[src/rtl/gpio_port_ctrl_pkg.sv]
// Shared constants for the GPIO port controller: register indices and parameter limits.
package gpio_port_ctrl_pkg;

  localparam int GPIO_MAX_WIDTH      = 32;
  localparam int GPIO_MAX_FILTER_LEN = 15;
  localparam int GPIO_CNT_W          = $clog2(GPIO_MAX_FILTER_LEN + 1);

  localparam logic [2:0] GPIO_DIR     = 3'd0;
  localparam logic [2:0] GPIO_OUT     = 3'd1;
  localparam logic [2:0] GPIO_IN      = 3'd2;
  localparam logic [2:0] GPIO_RISE_EN = 3'd3;
  localparam logic [2:0] GPIO_FALL_EN = 3'd4;
  localparam logic [2:0] GPIO_PEND    = 3'd5;
  localparam logic [2:0] GPIO_OUT_SET = 3'd6;
  localparam logic [2:0] GPIO_OUT_CLR = 3'd7;

endpackage

[src/rtl/gpio_in_filter.sv]
// One pin's input path: 2-FF synchroniser, stability filter and one-cycle edge pulses.
module gpio_in_filter
  import gpio_port_ctrl_pkg::*;
#(
  parameter int FILTER_LEN = 4
) (
  input  logic clk,
  input  logic rst_n,
  input  logic pad,
  output logic filt,
  output logic rise,
  output logic fall
);

  localparam logic [GPIO_CNT_W-1:0] LAST = GPIO_CNT_W'(FILTER_LEN - 1);

  logic                  meta;
  logic                  sync;
  logic [GPIO_CNT_W-1:0] cnt;

  // A change in sync while it differs from filt can only be a return to filt, so equality covers it.
  always_ff @(posedge clk or negedge rst_n) begin
    if (!rst_n) begin
      meta <= 1'b0;
      sync <= 1'b0;
      cnt  <= '0;
      filt <= 1'b0;
      rise <= 1'b0;
      fall <= 1'b0;
    end else begin
      meta <= pad;
      sync <= meta;
      rise <= 1'b0;
      fall <= 1'b0;
      if (sync == filt) begin
        cnt <= '0;
      end else if (cnt == LAST) begin
        cnt  <= '0;
        filt <= sync;
        rise <= sync;
        fall <= ~sync;
      end else begin
        cnt <= cnt + 1'b1;
      end
    end
  end

endmodule

[src/rtl/gpio_port_ctrl.sv]
// Register-mapped bidirectional GPIO controller with filtered inputs and edge interrupts.
module gpio_port_ctrl
  import gpio_port_ctrl_pkg::*;
#(
  parameter int WIDTH      = 8,
  parameter int FILTER_LEN = 4
) (
  input  logic             clk_i,
  input  logic             rstn_i,
  input  logic             bus_req_i,
  input  logic             bus_we_i,
  input  logic [2:0]       bus_addr_i,
  input  logic [31:0]      bus_wdata_i,
  output logic [31:0]      bus_rdata_o,
  output logic             bus_ack_o,
  output logic [WIDTH-1:0] pad_t_o,
  output logic [WIDTH-1:0] pad_i_o,
  input  logic [WIDTH-1:0] pad_o_i,
  output logic             irq_o
);

  logic [WIDTH-1:0] dir;
  logic [WIDTH-1:0] out_reg;
  logic [WIDTH-1:0] rise_en;
  logic [WIDTH-1:0] fall_en;
  logic [WIDTH-1:0] pend;
  logic [WIDTH-1:0] in_filt;
  logic [WIDTH-1:0] rise;
  logic [WIDTH-1:0] fall;
  logic [WIDTH-1:0] wdata;
  logic [WIDTH-1:0] w1c;
  logic [WIDTH-1:0] hw_set;
  logic [GPIO_MAX_WIDTH-1:0] rd_word;
  logic             wr;
  logic             unused_wdata;

  assign wdata        = bus_wdata_i[WIDTH-1:0];
  assign unused_wdata = ^bus_wdata_i;
  assign wr           = bus_req_i & bus_we_i;

  for (genvar g = 0; g < WIDTH; g++) begin : g_pin
    gpio_in_filter #(.FILTER_LEN(FILTER_LEN)) u_filter (
      .clk   (clk_i),
      .rst_n (rstn_i),
      .pad   (pad_o_i[g]),
      .filt  (in_filt[g]),
      .rise  (rise[g]),
      .fall  (fall[g])
    );
  end

  always_comb begin
    rd_word = '0;
    case (bus_addr_i)
      GPIO_DIR:     rd_word[WIDTH-1:0] = dir;
      GPIO_OUT:     rd_word[WIDTH-1:0] = out_reg;
      GPIO_IN:      rd_word[WIDTH-1:0] = in_filt;
      GPIO_RISE_EN: rd_word[WIDTH-1:0] = rise_en;
      GPIO_FALL_EN: rd_word[WIDTH-1:0] = fall_en;
      GPIO_PEND:    rd_word[WIDTH-1:0] = pend;
      default:      rd_word = '0;
    endcase
  end

  assign w1c    = (wr && bus_addr_i == GPIO_PEND) ? wdata : '0;
  assign hw_set = (rise & rise_en) | (fall & fall_en);

  always_ff @(posedge clk_i or negedge rstn_i) begin
    if (!rstn_i) begin
      dir     <= '0;
      out_reg <= '0;
      rise_en <= '0;
      fall_en <= '0;
    end else if (wr) begin
      case (bus_addr_i)
        GPIO_DIR:     dir     <= wdata;
        GPIO_OUT:     out_reg <= wdata;
        GPIO_RISE_EN: rise_en <= wdata;
        GPIO_FALL_EN: fall_en <= wdata;
        GPIO_OUT_SET: out_reg <= out_reg | wdata;
        GPIO_OUT_CLR: out_reg <= out_reg & ~wdata;
        default:      ;
      endcase
    end
  end

  // Hardware set is ORed after the clear so a colliding edge is never lost.
  always_ff @(posedge clk_i or negedge rstn_i) begin
    if (!rstn_i) begin
      pend        <= '0;
      irq_o       <= 1'b0;
      bus_ack_o   <= 1'b0;
      bus_rdata_o <= '0;
    end else begin
      pend        <= (pend & ~w1c) | hw_set;
      irq_o       <= |pend;
      bus_ack_o   <= bus_req_i;
      bus_rdata_o <= bus_req_i ? rd_word : '0;
    end
  end

  assign pad_t_o = ~dir;
  assign pad_i_o = out_reg;

endmodule

[config.mk]
export PLATFORM = sky130hd
export DESIGN_NAME = gpio_port_ctrl
export DESIGN_NICKNAME = d
export VERILOG_FILES = /design/src/rtl/gpio_port_ctrl_pkg.sv /design/src/rtl/gpio_in_filter.sv /design/src/rtl/gpio_port_ctrl.sv
export SDC_FILE = /design/constraint.sdc
export NUM_CORES = 1
export LEC_CHECK = 0
export ABC_CLOCK_PERIOD_IN_PS = 1600
export CAP_MARGIN = 20
export CORE_MARGIN = 10
export CORE_UTILIZATION = 53
export CTS_BUF_LIST = sky130_fd_sc_hd__clkbuf_4 sky130_fd_sc_hd__clkbuf_8 sky130_fd_sc_hd__clkbuf_16
export CTS_CLUSTER_DIAMETER = 60
export CTS_CLUSTER_SIZE = 14
export DETAILED_ROUTE_END_ITERATION = 10
export PLACE_DENSITY = 0.78
export SLEW_MARGIN = 20
export SYNTH_ARGS = -nofsm -noshare
export SYNTH_HDL_FRONTEND = slang
export SYNTH_SLANG_ARGS = --single-unit
export TNS_END_PERCENT = 1
[constraint.sdc]
create_clock -name clk_i -period 1.6 [get_ports clk_i]
set_clock_uncertainty 0.15 [all_clocks]
set_input_delay 0.32 -clock clk_i [delete_from_list [all_inputs] [get_ports clk_i]]
set_output_delay 0.32 -clock clk_i [all_outputs]
set_load 0.1 [all_outputs]
==> metrics.cfg <==
[finish]
drive_gt1_share_pct=29.0
fin_area_sq_mm=0.00721
nFillCells=641
top_register=g_pin.u_filter.cnt
diodes=0
final_core_util_pct=72.7
nNetsFinal=593
largest_register_ffs=32
synthToLayoutAreaGrowth_pct=32.4

[worst_setup_path]
worst-endpoint-required_ns=1.13
cp_num_buf_inv=2
crit_type=flop to output port
crit_arrival_ns=1.20
start_kind=flop
r2r_slack_ns=0.19
crit_path_end_kind=output port
crit_chain=inv_2 -> buf_12
r2r_start=dir[0]
critPathTopFamily=flip-flops
r2r_end=bus_rdata_o[0]
crit_slowest_cell=dfrtp_1
worstPathMaxFanout=2
crit_cells=2
rr_worst_depth=4
cp_slowest_stage_delay_ns=0.40

[floorplanning]
core_sq_mm=0.00991
die_area_sq_mm=0.0147
start_util_pct=54.9
rows=36
top_level_ports=97
die_y_microns=121
die_x_microns=121

[logic_synthesis]
synth_top_area_share_pct=56.1
synth_edf_count=0
synth.distinct_cells=44
netlist_top_cells_area=dfrtp_1, mux2_2, buf_4, mux2i_1, nor3b_1
yosys_warnings=0
async_flop_share_pct=100
yosysSeqAreaShare_pct=56.1
ys_seq_elements=122
synthFlopType=dfrtp_1
yosysTopAreaCell=dfrtp_1
synth_cells=437
syn_area_sq_mm=0.00545
syn_area_per_cell_sq_um=12.5

[route]
avgViaCountPerCell=5.50
post-route-drc-count=0
first_iter_violations=235
wl_per_cell_microns=18.0
dr.pass1.iters=4
via_count=3761
ant_nets=0
routed_wl_microns=12300

[clock_tree]
cts_tree=yes
cts_buffer_depth=2
htree_levels=4
ctsRootBufferMaster=clkbuf_8
cts_buffers=17
clk_pin_slew_ns=0.06
clock_sinks=122
clkLatencyLatePin_ns=0.53

[pwr]
ir_drop_uv=1070
p_leak_nw=3.28
p_total_mw=10.7
p_per_area_mw_per_mm2=1490

[place]
gp_congestion=0.898
place_ws_ns=-0.508
dp_hpwl_microns=8710
numPortBuffers=48
placed_cell_area_sq_mm=0.00663

[global_route]
overflow=0
antenna_found_initial=0
grt_max_degree=60
grtUsageTotal_pct=17.5
grt_pass1_wl_microns=20100
use_met1_pct=19.8
grt-busiest-layer=met2
globalRouteMet2Util_pct=29.2
grt_pass1_vias=4003
grt.met3_usage_pct=6.33

[worst_hold_path]
whs_endpoint=g_pin[5].u_filter.meta
hold_class=input port to flop
hold_depth=1
hp-start=pad_o_i[5]

[sta]
fmax_mhz=598
drv_slew=0
period_share_pct=104
rsz0062_at_grt=yes
setup_ws_ns=-0.0720
period_minus_slack_ns=1.67
finalHoldViolations=0
setup_viol=16

[status]
violations=setup timing
status=complete, but fails checks

[flow_run]
max_cap_viol_count=0

## worst max-delay path by stage
stage / from / end / slack (ns)
global placement: bus_addr_i[0] / rise_en[2] / -0.47
finish: dir[0] / pad_t_o[0] / -0.07
global route: dir[5] / pad_t_o[5] / -0.12
CTS: dir[5] / pad_t_o[5] / -0.09
detailed placement: bus_addr_i[1] / dir[3] / -0.51
floorplan: pad_i_o[3] / bus_rdata_o[3] / -0.18
## power by group
group | internal, mW | total [mW] | leakage, nW | switching [mW]
sequential | 3.69 | 4.24 | 1.53 | 0.556
combinational | 1.25 | 2.95 | 1.49 | 1.70
clock | 2.14 | 3.54 | 0.258 | 1.40
total | 7.08 | 10.7 | 3.28 | 3.65
## per-layer routing
metal  routed length, microns  vias up
met4                      193        0
li1                         -     1738
met2                     6270      118
met3                      889       17
met1                     4940     1888
met5                        0        -
## timing repair
| action | in CTS | in global routing |
|---|---|---|
| endpoints found under the hold margin | 122 | 0 |
| pin swaps | 0 | 0 |
| gates resized for setup | 15 | 5 |
| hold buffers | 1 | 0 |
| setup endpoints to repair | 17 | 37 |
| buffers inserted | 1 | 2 |
## cell usage after synthesis (6+ instances only)
library cell,number
a221o_1,8
o21ai_0,8
nand3b_1,8
mux2i_1,17
xor2_1,8
nor2b_1,10
nand2_1,11
nor3b_1,16
nand2b_1,9
dfrtp_1,122
a21o_1,8
mux2_2,26
a221oi_1,9
nor2_1,17
o22ai_1,6
o31ai_1,8
ha_1,8
a31oi_1,8
a21oi_1,9
o2bb2ai_1,8
xnor2_1,8
buf_4,27
inv_1,31
a211oi_1,8
nand3_1,8
## stage by stage
stage	TNS, ns	hold WS, ns	cells
floorplan	-1.75	-0.126	460
global placement	-20.03	0.174	653
detailed placement	-21.09	0.178	653
CTS	-1.12	0.0605	682
global route	-1.66	0.0534	684
finish	-0.859	0.0754	684
## layout make-up
type | instances | area, sq um | share of cell area [%]
Sequential cell | 122 | 3060 | 42.5
Inverter | 31 | 116 | 1.61
Tap cell | 133 | 166 | 2.31
Timing Repair Buffer | 96 | 1190 | 16.5
Multi-Input combinational cell | 270 | 2120 | 29.4
Clock inverter | 13 | 120 | 1.67
Clock buffer | 19 | 442 | 6.13
## kinds of logic (layout without fill, tap and decap cells)
group	Yosys count	in the layout	share of synthesized area, %
DFF	122	122	56.1
and+or+nand+nor	90	90	10.4
xor gates and xnor gates	16	16	2.57
buffers and inverters	68	159	6.78
AOI/OAI and AO/OA	83	83	11.1
other	1	24	0.0689
muxes	49	49	11.1
adders and majority gates	8	8	1.84
## cell usage in the layout (no fill, tap or decap), drive strengths merged, types with 9 or more instances in the layout
cell type / n
mux2: 26
inv: 32
clkdlybuf4s50: 20
a221oi: 9
nand3: 9
clkbuf: 19
nand2b: 9
conb: 24
nor2b: 10
dfrtp: 122
a21oi: 9
mux2i: 17
nor3b: 18
buf: 74
nand2: 12
nor2: 17
No activity file was read; power rests on OpenSTA's default activity.
==> patch, RTL diff (same flow settings) <==
Take the reset off `bus_rdata_o` and load it in a clocked block of its own.
--- a/src/rtl/gpio_port_ctrl.sv
+++ b/src/rtl/gpio_port_ctrl.sv
@@ -90,13 +90,15 @@
       pend        <= '0;
       irq_o       <= 1'b0;
       bus_ack_o   <= 1'b0;
-      bus_rdata_o <= '0;
     end else begin
       pend        <= (pend & ~w1c) | hw_set;
       irq_o       <= |pend;
       bus_ack_o   <= bus_req_i;
-      bus_rdata_o <= bus_req_i ? rd_word : '0;
     end
+  end
+
+  always_ff @(posedge clk_i) begin
+    bus_rdata_o <= bus_req_i ? rd_word : '0;
   end
 
   assign pad_t_o = ~dir;
Formal check against the unedited RTL: differs if rstn_i is asserted again (counterexample within 4 cycles, from zero or initial values and one cycle with rstn_i low); with rstn_i held inactive, the same outputs for 10 cycles.
==> patch against the original RTL <==
The run still ends with setup timing left; final area is 0.94% lower; area after synthesis down 2.7%; via count increased by 3.2%; sequential cell count unchanged; routed wire length increased by 2.9%; power grew 1.3%; worst setup slack gained 0.016 ns; combinational power increased by 1%; global-route usage rose by 0.47 points; clock power grew 3%; first-iteration DRC count up 19%; non-clock buffer count grew 10; largest cell class unchanged.
==> patch: results (changes against the original RTL) <==
- finished, violations left — run status, unchanged
- setup timing — violations in the final reports, unchanged
- 36 — pin count of the biggest net entering global routing, was 60
- 11.90 sq um — Mapped Avg Cell Area, was 12.46 sq um
- 0.51 ns — worst-skew pair later-pin latency, was 0.53 ns
- -0.05613 ns — post-route worst setup slack, was -0.07197 ns
- 20.76% — met1 Usage GRT, was 19.77%
- 0.13 ns — setup slack on the worst flop-to-flop path, was 0.19 ns
- 17.99 um — post-DR wirelength/cell, was 17.97 um
- 3,880 — vias post-DR, was 3,761
- 16 — Final setup violation count, unchanged
- 20,810 um — global-route wire length before repair, was 20,090 um
- 3023 sq um — sequential cell area in the final layout, was 3062 sq um
- 11.36% — Synth Area in Compound Gates, was 11.14%
- 17.93% — Global Route Usage Sum, was 17.46%
- 4 — number of buffers inserted by post-CTS setup repair, was 1
- dir[1]$_DFFE_PN0P_ — origin of the worst setup path, was dir[0]$_DFFE_PN0P_
- 3.179 nW — leakage power, was 3.279 nW
- 2105 sq um — multi-input combinational cell area, was 2116 sq um
- 6623 um — Met2 Wirelength, was 6267 um
- 445 — number of instances in the synthesized netlist, was 437
- 5129 um — metal1 wirelength, was 4943 um
- 5.813% — met3 usage, was 6.329%
- sky130_fd_sc_hd__dfrtp_1 (114), sky130_fd_sc_hd__buf_4 (29), sky130_fd_sc_hd__nor2_1 (29), sky130_fd_sc_hd__nand2_1 (26), sky130_fd_sc_hd__mux2_2 (24) — most frequent cells after synthesis, was sky130_fd_sc_hd__dfrtp_1 (122), sky130_fd_sc_hd__inv_1 (31), sky130_fd_sc_hd__buf_4 (27), sky130_fd_sc_hd__mux2_2 (26)
- -0.5805 ns — pre-CTS WS, was -0.5075 ns
- 668 — Post-Place Cells, was 653
-- patch: cell count changes after synthesis, sizes merged, moves of 6 or more --
cell / change
a221oi: -7
a21o: -8
dfxtp: +8
a21oi: +14
nor2: +14
a21boi: +10
a31oi: -8
dfrtp: -8
inv: -22
a211oi: +7
nand2: +14
o21ai: +6
o31ai: -8
-- patch: how the worst min path moves through the flow --
stage,depth (start not counted),to,slack [ns]
6_report,2,bus_ack_o$_DFF_PN0_,0.08
5_1_grt,2,bus_ack_o$_DFF_PN0_,0.05
4_1_cts,1,g_pin[7].u_filter.meta$_DFF_PN0_,0.06
3_5_place_dp,1,g_pin[2].u_filter.cnt[3]$_DFF_PN0_,0.17
3_3_place_gp,1,g_pin[2].u_filter.cnt[2]$_DFF_PN0_,0.17
2_1_floorplan,0,bus_ack_o$_DFF_PN0_,-0.13
-- patch: power breakdown --
part | total (mW) | internal [mW] | switching, mW
Combinational | 2.99 | 1.22 | 1.77
Sequential | 4.24 | 3.67 | 0.565
Clock | 3.64 | 2.24 | 1.41
